--- src/rtl/div_ctrl_if.sv ---
`default_nettype none
// ---------------------------------------------------------------------------
// div_ctrl_if : EX request / write-back and serial-divider handshake bundle
// Revision    : 1.0
// ---------------------------------------------------------------------------
interface div_ctrl_if #(
  parameter int WIDTH = 32
);
  logic             flush;
  logic             valid;
  logic             ready;
  logic [1:0]       op;
  logic [WIDTH-1:0] rs1;
  logic [WIDTH-1:0] rs2;
  logic [4:0]       rd;
  logic             wb_valid;
  logic [WIDTH-1:0] wb_data;
  logic [4:0]       wb_rd;
  logic             div_start;
  logic             div_flush;
  logic             div_signed;
  logic [WIDTH-1:0] div_dividend;
  logic [WIDTH-1:0] div_divisor;
  logic             div_end_valid;
  logic [WIDTH-1:0] div_quotient;
  logic [WIDTH-1:0] div_remainder;

  // master: EX stage plus the divider datapath; slave: the controller
  modport master (
    output flush, valid, op, rs1, rs2, rd,
    output div_end_valid, div_quotient, div_remainder,
    input  ready, wb_valid, wb_data, wb_rd,
    input  div_start, div_flush, div_signed, div_dividend, div_divisor
  );

  modport slave (
    input  flush, valid, op, rs1, rs2, rd,
    input  div_end_valid, div_quotient, div_remainder,
    output ready, wb_valid, wb_data, wb_rd,
    output div_start, div_flush, div_signed, div_dividend, div_divisor
  );
endinterface
`default_nettype wire

--- src/rtl/div_ctrl.sv ---
`default_nettype none
// ---------------------------------------------------------------------------
// div_ctrl : RV32M divide sequencer with zero/overflow fast paths and a
//            one-entry quotient/remainder cache in front of a serial divider
// Revision : 1.0
// ---------------------------------------------------------------------------
module div_ctrl #(
  parameter int WIDTH = 32
) (
  input  wire logic i_clk,
  input  wire logic i_rst,
  div_ctrl_if.slave bus
);

  localparam logic [WIDTH-1:0] C_ALL_ONES = '1;
  localparam logic [WIDTH-1:0] C_INT_MIN  = {1'b1, {(WIDTH-1){1'b0}}};

  typedef enum logic [1:0] {
    S_IDLE  = 2'd0,
    S_START = 2'd1,
    S_WAIT  = 2'd2,
    S_RESP  = 2'd3
  } state_t;

  state_t           r_state;
  logic             r_ready;
  logic [1:0]       r_op;
  logic             r_wb_valid;
  logic [WIDTH-1:0] r_wb_data;
  logic [4:0]       r_wb_rd;
  logic             r_div_start;
  logic             r_div_flush;
  logic             r_div_signed;
  logic [WIDTH-1:0] r_div_dividend;
  logic [WIDTH-1:0] r_div_divisor;

  logic             r_cache_valid;
  logic [WIDTH-1:0] r_cache_rs1;
  logic [WIDTH-1:0] r_cache_rs2;
  logic             r_cache_signed;
  logic [WIDTH-1:0] r_cache_quot;
  logic [WIDTH-1:0] r_cache_rem;

  logic             w_signed;
  logic             w_div_zero;
  logic             w_overflow;
  logic             w_hit;
  logic             w_fast;
  logic [WIDTH-1:0] w_fast_quot;
  logic [WIDTH-1:0] w_fast_rem;

  assign w_signed   = ~bus.op[0];
  assign w_div_zero = (bus.rs2 == '0);
  assign w_overflow = w_signed && (bus.rs1 == C_INT_MIN) && (bus.rs2 == C_ALL_ONES);
  assign w_hit      = r_cache_valid && (r_cache_rs1 == bus.rs1) &&
                      (r_cache_rs2 == bus.rs2) && (r_cache_signed == w_signed);
  assign w_fast     = w_div_zero || w_overflow || w_hit;

  // Priority: divide-by-zero, then signed overflow, then cached pair
  always_comb begin
    w_fast_quot = r_cache_quot;
    w_fast_rem  = r_cache_rem;
    if (w_div_zero) begin
      w_fast_quot = C_ALL_ONES;
      w_fast_rem  = bus.rs1;
    end else if (w_overflow) begin
      w_fast_quot = bus.rs1;
      w_fast_rem  = '0;
    end
  end

  always_ff @(posedge i_clk or negedge i_rst) begin
    if (!i_rst) begin
      r_state        <= S_IDLE;
      r_ready        <= 1'b1;
      r_op           <= 2'b00;
      r_wb_valid     <= 1'b0;
      r_wb_data      <= '0;
      r_wb_rd        <= 5'd0;
      r_div_start    <= 1'b0;
      r_div_flush    <= 1'b0;
      r_div_signed   <= 1'b0;
      r_div_dividend <= '0;
      r_div_divisor  <= '0;
      r_cache_valid  <= 1'b0;
      r_cache_rs1    <= '0;
      r_cache_rs2    <= '0;
      r_cache_signed <= 1'b0;
      r_cache_quot   <= '0;
      r_cache_rem    <= '0;
    end else begin
      r_div_start <= 1'b0;
      r_div_flush <= 1'b0;
      if (bus.flush) begin
        r_state     <= S_IDLE;
        r_ready     <= 1'b1;
        r_wb_valid  <= 1'b0;
        r_div_flush <= (r_state == S_START) || (r_state == S_WAIT);
      end else begin
        case (r_state)
          S_IDLE: begin
            if (bus.valid && r_ready) begin
              r_ready        <= 1'b0;
              r_op           <= bus.op;
              r_wb_rd        <= bus.rd;
              r_div_signed   <= w_signed;
              r_div_dividend <= bus.rs1;
              r_div_divisor  <= bus.rs2;
              if (w_fast) begin
                r_wb_data <= bus.op[1] ? w_fast_rem : w_fast_quot;
                r_state   <= S_RESP;
              end else begin
                r_div_start <= 1'b1;
                r_state     <= S_START;
              end
            end
          end
          S_START: begin
            r_state <= S_WAIT;
          end
          S_WAIT: begin
            if (bus.div_end_valid) begin
              r_cache_valid  <= 1'b1;
              r_cache_rs1    <= r_div_dividend;
              r_cache_rs2    <= r_div_divisor;
              r_cache_signed <= r_div_signed;
              r_cache_quot   <= bus.div_quotient;
              r_cache_rem    <= bus.div_remainder;
              r_wb_data      <= r_op[1] ? bus.div_remainder : bus.div_quotient;
              r_wb_valid     <= 1'b1;
              r_state        <= S_RESP;
            end
          end
          S_RESP: begin
            // Fast paths arrive with the pulse not yet raised and spend one extra cycle here
            if (r_wb_valid) begin
              r_wb_valid <= 1'b0;
              r_ready    <= 1'b1;
              r_state    <= S_IDLE;
            end else begin
              r_wb_valid <= 1'b1;
            end
          end
          default: begin
            r_state <= S_IDLE;
            r_ready <= 1'b1;
          end
        endcase
      end
    end
  end

  assign bus.ready        = r_ready;
  assign bus.wb_valid     = r_wb_valid && !bus.flush;
  assign bus.wb_data      = r_wb_data;
  assign bus.wb_rd        = r_wb_rd;
  assign bus.div_start    = r_div_start;
  assign bus.div_flush    = r_div_flush;
  assign bus.div_signed   = r_div_signed;
  assign bus.div_dividend = r_div_dividend;
  assign bus.div_divisor  = r_div_divisor;

endmodule
`default_nettype wire

--- src/flat_wrapper.sv ---
// flat-port wrapper written by rule: the top's interface ports become plain ports
module div_ctrl_flat 
#(
  parameter int WIDTH = 32
)
  (i_clk, i_rst, bus_flush, bus_valid, bus_op, bus_rs1, bus_rs2, bus_rd, bus_div_end_valid, bus_div_quotient, bus_div_remainder, bus_ready, bus_wb_valid, bus_wb_data, bus_wb_rd, bus_div_start, bus_div_flush, bus_div_signed, bus_div_dividend, bus_div_divisor);
  div_ctrl_if #(.WIDTH(WIDTH)) bus_i ();
  input  wire logic i_clk;
  input  wire logic i_rst;
  input wire logic [$bits(bus_i.flush)-1:0] bus_flush;
  input wire logic [$bits(bus_i.valid)-1:0] bus_valid;
  input wire logic [$bits(bus_i.op)-1:0] bus_op;
  input wire logic [$bits(bus_i.rs1)-1:0] bus_rs1;
  input wire logic [$bits(bus_i.rs2)-1:0] bus_rs2;
  input wire logic [$bits(bus_i.rd)-1:0] bus_rd;
  input wire logic [$bits(bus_i.div_end_valid)-1:0] bus_div_end_valid;
  input wire logic [$bits(bus_i.div_quotient)-1:0] bus_div_quotient;
  input wire logic [$bits(bus_i.div_remainder)-1:0] bus_div_remainder;
  output wire logic [$bits(bus_i.ready)-1:0] bus_ready;
  output wire logic [$bits(bus_i.wb_valid)-1:0] bus_wb_valid;
  output wire logic [$bits(bus_i.wb_data)-1:0] bus_wb_data;
  output wire logic [$bits(bus_i.wb_rd)-1:0] bus_wb_rd;
  output wire logic [$bits(bus_i.div_start)-1:0] bus_div_start;
  output wire logic [$bits(bus_i.div_flush)-1:0] bus_div_flush;
  output wire logic [$bits(bus_i.div_signed)-1:0] bus_div_signed;
  output wire logic [$bits(bus_i.div_dividend)-1:0] bus_div_dividend;
  output wire logic [$bits(bus_i.div_divisor)-1:0] bus_div_divisor;
  assign bus_i.flush = bus_flush;
  assign bus_i.valid = bus_valid;
  assign bus_i.op = bus_op;
  assign bus_i.rs1 = bus_rs1;
  assign bus_i.rs2 = bus_rs2;
  assign bus_i.rd = bus_rd;
  assign bus_i.div_end_valid = bus_div_end_valid;
  assign bus_i.div_quotient = bus_div_quotient;
  assign bus_i.div_remainder = bus_div_remainder;
  assign bus_ready = bus_i.ready;
  assign bus_wb_valid = bus_i.wb_valid;
  assign bus_wb_data = bus_i.wb_data;
  assign bus_wb_rd = bus_i.wb_rd;
  assign bus_div_start = bus_i.div_start;
  assign bus_div_flush = bus_i.div_flush;
  assign bus_div_signed = bus_i.div_signed;
  assign bus_div_dividend = bus_i.div_dividend;
  assign bus_div_divisor = bus_i.div_divisor;
  div_ctrl #(.WIDTH(WIDTH)) u_core (.i_clk(i_clk), .i_rst(i_rst), .bus(bus_i));
endmodule
--- config.mk ---
export PLATFORM = sky130hd
export DESIGN_NAME = div_ctrl_flat
export DESIGN_NICKNAME = d
export VERILOG_FILES = /design/src/rtl/div_ctrl_if.sv /design/src/rtl/div_ctrl.sv /design/src/flat_wrapper.sv
export SDC_FILE = /design/constraint.sdc
export NUM_CORES = 1
export LEC_CHECK = 0
export ABC_AREA = 1
export ABC_CLOCK_PERIOD_IN_PS = 2200
export CELL_PAD_IN_SITES_DETAIL_PLACEMENT = 2
export CELL_PAD_IN_SITES_GLOBAL_PLACEMENT = 2
export CORE_ASPECT_RATIO = 0.8
export CORE_MARGIN = 3
export CORE_UTILIZATION = 30
export DETAILED_ROUTE_END_ITERATION = 10
export PLACE_DENSITY = 0.88
export SKIP_CTS_REPAIR_TIMING = 1
export SYNTH_ARGS = -nofsm -noshare
export SYNTH_HDL_FRONTEND = slang
export SYNTH_SLANG_ARGS = --single-unit
--- constraint.sdc ---
create_clock -name i_clk -period 2.2 [get_ports i_clk]
set_clock_uncertainty 0.15 [all_clocks]
set_input_delay 0.44 -clock i_clk [delete_from_list [all_inputs] [get_ports i_clk]]
set_output_delay 0.44 -clock i_clk [all_outputs]
set_load 0.02 [all_outputs]
==> flow_metrics.tcl, run 1 <==
set metrics [dict create \
    rrSetupSlack_ps -170 \
    setup_viol 35 \
    place.gp.congestion 0.844 \
    ys_types 30 \
    fin_util_pct 46.8 \
    hold_start "bus_rs2[12]" \
    cts_root_buffer "clkbuf_16" \
    io_pins 246 \
    ys_ff_latch 239 \
    drt_pass1_iterations 5 \
    hold_viol 0 \
    synthFlopType "dfrtp_1" \
    max_freq_mhz 422 \
    synth_compound_area_share_pct 11.3 \
    cp_max_fo 8 \
    numClockSinks 239 \
    synthTopCellsByArea "dfrtp_1 50%, nand2_1 13%, mux2_2 7.8%" \
    wire_per_inst_um 27.0 \
    syn2layout_area_growth_pct 52.3 \
    power_density_nw_per_um2 1270 \
    synth-xor-area-share_pct 1.11 \
    initial_core_util_pct 30.7 \
    io_buffers 245 \
    period_minus_slack_ps 2370 \
    yosysSeqAreaShare_pct 50.4 \
    drt-vias-per-instance 5.35 \
    violations "setup timing" \
    die_height_um 184 \
    end_kind "flip-flop" \
    hold_depth 3 \
    wl_um 63900 \
    initialDrtViolationCount 912 \
    antenna_found_initial 3 \
    grt_overflow 0 \
    ant_nets 0 \
    synthSimpleGateAreaFrac_pct 22.2 \
    syn_inst 1455 \
    drc_errors 0 \
    r2r-start "u_core.r_cache_rs1[27]" \
    rsz0062_at_grt "yes" \
    cts_htree_levels 1 \
    synthAdderAreaFrac_pct 0.316 \
    rows 64 \
    syn_nets 1598 \
    layout-drive-gt1-share_pct 23.0 \
    grt_use_total_pct 26.7 \
    yosysWarnings 0 \
    grt_max_degree 65 \
    ir_drop_mv 0.654 \
    vias 12651 \
    die_x_um 228 \
    slew_headroom_pct 65.8 \
    yosysTopAreaCell "dfrtp_1" \
    total_leakage_power_uw 0.00990 \
    worst_slack_ps -168 \
    path_class "reg -> reg" \
    maxCapViolCount 0 \
    dieArea_um2 42000 \
    period_share_pct 108 \
    tns_ps -4000 \
    async_flop_share_pct 100 \
    synth_top_family_by_area "simple AND/OR/NAND/NOR gates" \
    crit_path_start_kind "flip-flop" \
    required_ps 2510 \
    synth_top_area_share_pct 50.1 \
    syn_area_per_cell_um2 8.16 \
    drv_slew 0 \
    r2r_end "u_core.bus.wb_data[5]" \
    final_nets 1959 \
    insertion_delay_ps 590 \
    n_antenna_cell 0 \
    synth_edf_count 0 \
    clk_pin_slew_ps 70 \
    max_slew.worst_pin.slew_ps 513 \
    holdCritPathClass "in -> reg" \
    netlist_area_um2 11900 \
    cp.arrival_ps 2670 \
    muxShareOfSynthArea_pct 7.77 \
    outcome "finished, violations left" \
    grt_pass1_wl_um 87100 \
    reg2reg_depth 14 \
    cts_buffer_depth 3 \
    grt_pass1_vias 14062 \
    numCtsBuffers 28 \
    tritoncts "built" \
    core-area_um2 38700 \
    holdPathEnd "u_core.bus.div_divisor[12]" \
    dp_hpwl_um 40900 \
]
==> power by group <==
part / total, µW / switching, µW / internal, µW
registers: 8030 / 1680 / 6350
clock network: 5220 / 2160 / 3070
logic: 9770 / 5740 / 4030
==> kinds of logic (layout without fill, tap and decap cells) <==
family	Yosys count	count (layout)
multiplexers	82	82
AO/OA/AOI/OAI	266	266
buffers and inverters	203	585
XOR/XNOR	15	15
AND/OR/NAND/NOR	647	647
flip-flops	239	239
adder cells (fa/ha/maj)	3	3
==> cells in the mapped netlist (3+ instances only) <==
library cell / count
a21oi_1: 91
buf_2: 26
buf_4: 3
buf_6: 3
clkbuf_1: 41
dfrtp_1: 238
ha_1: 3
inv_1: 122
inv_2: 4
mux2_2: 82
nand2_1: 405
nand3_1: 110
nand4_1: 11
nor2_1: 111
nor3_1: 5
o21ai_0: 170
xnor2_1: 8
xor2_1: 7
==> stage by stage <==
step                      hold WS, ps  cells  power (µW)  area, µm²  setup slack [ps]
final                            92.5   2365       23000      18100              -168
after global routing              125   2365       24200      18100              -201
after CTS                        -330   2350       22200      17100              -243
after detailed placement          268   2299       16800      16100              -778
after global placement            257   2299       16000      16100              -612
after floorplan                 -5.59   1455       12000      11900               318
==> how the worst max path moves through the flow <==
stage | start | endpoint | slack, ps | depth (start not counted)
after floorplan | u_core.r_state[0] | u_core.bus.div_dividend[27] | 320 | 8
after global placement | bus_rs2[11] | u_core.bus.wb_data[17] | -610 | 15
after detailed placement | bus_rs1[19] | u_core.bus.wb_data[15] | -780 | 16
after CTS | bus_rs1[30] | u_core.bus.wb_data[0] | -240 | 16
after global routing | u_core.r_cache_rs1[27] | u_core.bus.wb_data[5] | -200 | 14
final | u_core.r_cache_rs1[27] | u_core.bus.wb_data[5] | -170 | 14
==> placed cells by master, fill, tap and decap left out, types with 12 or more instances in the layout <==
| cell | n |
|---|---|
| nor2_4 | 12 |
| buf_12 | 26 |
| nand2_2 | 40 |
| buf_4 | 115 |
| nor2_1 | 70 |
| dlymetal6s2s_1 | 129 |
| buf_6 | 14 |
| clkbuf_16 | 34 |
| o21ai_0 | 143 |
| mux2_2 | 82 |
| inv_1 | 107 |
| a21oi_1 | 91 |
| nand3_1 | 103 |
| nor2_2 | 30 |
| inv_2 | 18 |
| o21ai_1 | 22 |
| dfrtp_1 | 235 |
| clkdlybuf4s50_1 | 115 |
| nand2_1 | 358 |
==> worst max-delay path, cell delays in order (launching register included) <==
cell	delay, ps
dfrtp_1	350
inv_1	90
nand2_1	80
o21ai_1	110
nor2_1	270
nand2_1	130
nor2_2	150
nand2_2	90
nor2_4	110
nand3_4	110
nand3_4	160
nand2_8	90
clkbuf_16	200
nand2_2	80
nand2_1	50
==> state kept, by name (all words and copies together), names as in the netlist, 2 cells and up <==
| name | cells |
|---|---|
| u_core.bus.div_dividend | 32 |
| u_core.bus.div_divisor | 32 |
| u_core.bus.wb_data | 32 |
| u_core.bus.wb_rd | 5 |
| u_core.r_cache_quot | 32 |
| u_core.r_cache_rem | 32 |
| u_core.r_cache_rs1 | 32 |
| u_core.r_cache_rs2 | 32 |
| u_core.r_state | 2 |
==> layout make-up <==
cell class | instances | area, µm²
inverter | 128 | 484
multi-input combinational | 1013 | 5510
sequential | 239 | 5990
clock inverter | 13 | 169
tap | 528 | 661
fill | 4085 | 20600
clock buffer | 38 | 820
timing repair buffer | 406 | 4460
==> routing by layer <==
| layer | vias up | part of all wire, % | GRT usage, % |
|---|---|---|---|
| li1 | 5439 | - | - |
| met1 | 6611 | 41 | 33.9 |
| met2 | 455 | 50 | 45.7 |
| met3 | 140 | 5.8 | 5.68 |
| met4 | 6 | 3.4 | 8.48 |
| met5 | - | 0.064 | 0 |
(Power assumes the default switching activity.)
==> run 2: changes to the inputs <==
Settings changed: CORE_UTILIZATION 30 to 31, CTS_BUF_LIST set to sky130_fd_sc_hd__clkbuf_2, PLACE_DENSITY 0.88 to 0.91, SLEW_MARGIN set to 25.
==> run 2 against run 1 <==
  * Sequential power grew 2.6%
  * Clock power fell by 29%
  * Cell area decreased by 1.9%
  * Worst setup slack worse by 150 ps
  * Critical path depth fell by 1
  * Hold slack worse by 45 ps
  * The flow still finishes with violations (setup timing)
  * Routed wire length rose by 6.6%
  * Clock-buffer cell count increased by 56
  * Critical path type unchanged
  * Combinational power up 8%
  * Die area is 3.1% lower
  * Largest cell class unchanged
  * Highest routed layer unchanged
  * Critical endpoint is now u_core.bus.wb_data[19]
  * Flip-flop and latch count is the same
  * Maximum frequency shrank 5.8%
==> flow_metrics.tcl, run 2 (synthesized netlist as in run 1, its figures left out) <==
set metrics [dict create \
    ant_nets 0 \
    tritoncts "built" \
    cts_root_buffer "clkbuf_2" \
    ir_drop_mv 0.465 \
    worst_slack_ps -313 \
    place_inst 2228 \
    hold_viol 0 \
    multi_input_area_um2 5500 \
    io_buffers 245 \
    violations "setup timing" \
    wl_um 68100 \
    grt_use_total_pct 26.6 \
    drt_pass1_iterations 5 \
    dp_hpwl_um 39300 \
    cp_slowest_stage_delay_ps 440 \
    required_ps 2850 \
    wire_per_inst_um 27.6 \
    cts_htree_levels 3 \
    tns_ps -8750 \
    antenna_found_initial 3 \
    fillers 4077 \
    initial_core_util_pct 31.7 \
    max_freq_mhz 398 \
    grt_overflow 0 \
    die_height_um 181 \
    drc_errors 0 \
    end_kind "flip-flop" \
    core-area_um2 37400 \
    whs_ps 47.1 \
    grt_pass1_vias 13945 \
    cts_buffer_depth 3 \
    cp.arrival_ps 3170 \
    max_slew.worst_pin.slew_ps 695 \
    die_x_um 225 \
    clk_pin_slew_ps 120 \
    period_minus_slack_ps 2510 \
    layout-drive-gt1-share_pct 30.1 \
    syn2layout_area_growth_pct 49.4 \
    grt_pass1_wl_um 83700 \
    seq_area_um2 5990 \
    dieArea_um2 40700 \
    setup_viol 52 \
    place.gp.congestion 0.844 \
    maxCapViolCount 0 \
    outcome "finished, violations left" \
    drt-vias-per-instance 5.41 \
    final_cells 2464 \
    holdCritPathClass "in -> reg" \
    finalPower_uw 22500 \
    cp_slowest_cell "dfrtp_1" \
    crit_chain "inv_2, o21ai_1, nor2_1, nand2_1, nor2_2, nand2_2, nor2_4, nand3_4, nand3_4, nand2_8, clkbuf_16, nand2_4, nand2_2" \
    power_density_nw_per_um2 1270 \
    grt_max_degree 57 \
    path_class "reg -> reg" \
    total_leakage_power_uw 0.00896 \
    rsz0062_at_grt "yes" \
    rows 63 \
    drv_slew 0 \
    io_pins 246 \
    final_nets 2077 \
    layout_common_cells "338 x nand2_1, 232 x dfrtp_1, 162 x buf_4, 148 x o21ai_0, 138 x clkdlybuf4s50_1" \
    initialDrtViolationCount 831 \
    cp_max_fo 8 \
    insertion_delay_ps 980 \
    crit_path_start_kind "flip-flop" \
    period_share_pct 114 \
    numClockSinks 239 \
    slew_headroom_pct 53.7 \
    vias 13329 \
    fin_util_pct 47.4 \
    final_common_cell "nand2_1" \
    numCtsBuffers 69 \
]
-- run 2: changes by cell type in the layout (fill, tap and decap cells not counted), moves of 16 or more --
cell / change
buf_6: +37
nand2_4: +16
nor2_1: +23
dlymetal6s2s_1: -128
dlygate4sd3_1: +55
clkbuf_2: +126
clkdlybuf4s50_1: +23
clkbuf_16: -32
buf_4: +47
nand2_1: -20
-- run 2: critical path: cells and delay by family (launching register included) --
kind,cells,cell delay [ps]
AOI/OAI and AO/OA,1,100
and+or+nand+nor,10,1320
DFF,1,440
buffers and inverters,2,330
-- run 2: report_power, final --
part           internal [µW]  switching [µW]  total (µW)
Clock                   1370            2340        3710
Sequential              6340            1900        8240
Combinational           4480            6120       10600
-- run 2: final timing paths --
check / start / endpoint / slack [ps] / depth (start not counted)
worst min register to register: u_core.r_cache_rem[9] / u_core.r_cache_rem[9] / 350 / 2
min in group asynchronous: i_rst / u_core.r_cache_rs2[16] / 490 / 4
worst min-delay path: bus_div_remainder[8] / u_core.r_cache_rem[8] / 50 / 3
worst max-delay path: u_core.r_cache_rs1[9] / u_core.bus.wb_data[19] / -310 / 13
worst max register to register: u_core.r_cache_rs1[9] / u_core.bus.wb_data[19] / -310 / 13
max in group asynchronous: i_rst / u_core.r_cache_rem[15] / 950 / 4
-- run 2: layout make-up --
| type | instances | share of cell area [%] |
|---|---|---|
| inverters | 128 | 2.71 |
| multi-input cells | 1013 | 31.0 |
| diodes | 2 | 0.0282 |
| clock inverters | 18 | 0.691 |
| well taps | 487 | 3.43 |
| flip-flops and latches | 239 | 33.8 |
| clock buffers | 94 | 2.65 |
| repair buffers | 483 | 25.7 |
-- run 2: routing by layer --
metal  wire, µm  up-vias  GRT usage, %  part of all wire, %
li1           -     5706             -                    -
met2      33500      557          44.9                   49
met5         27        -             0                0.040
met3       4690      216          6.61                  6.9
met1      26300     6846          33.7                   39
met4       3580        4          8.34                  5.2
-- run 2: stage by stage --
step / cell area, µm² / setup slack, ps
2_1_floorplan: 11900 / 318
3_3_place_gp: 15800 / -668
3_5_place_dp: 15800 / -845
4_1_cts: 16400 / -610
5_1_grt: 17700 / -382
6_report: 17700 / -313
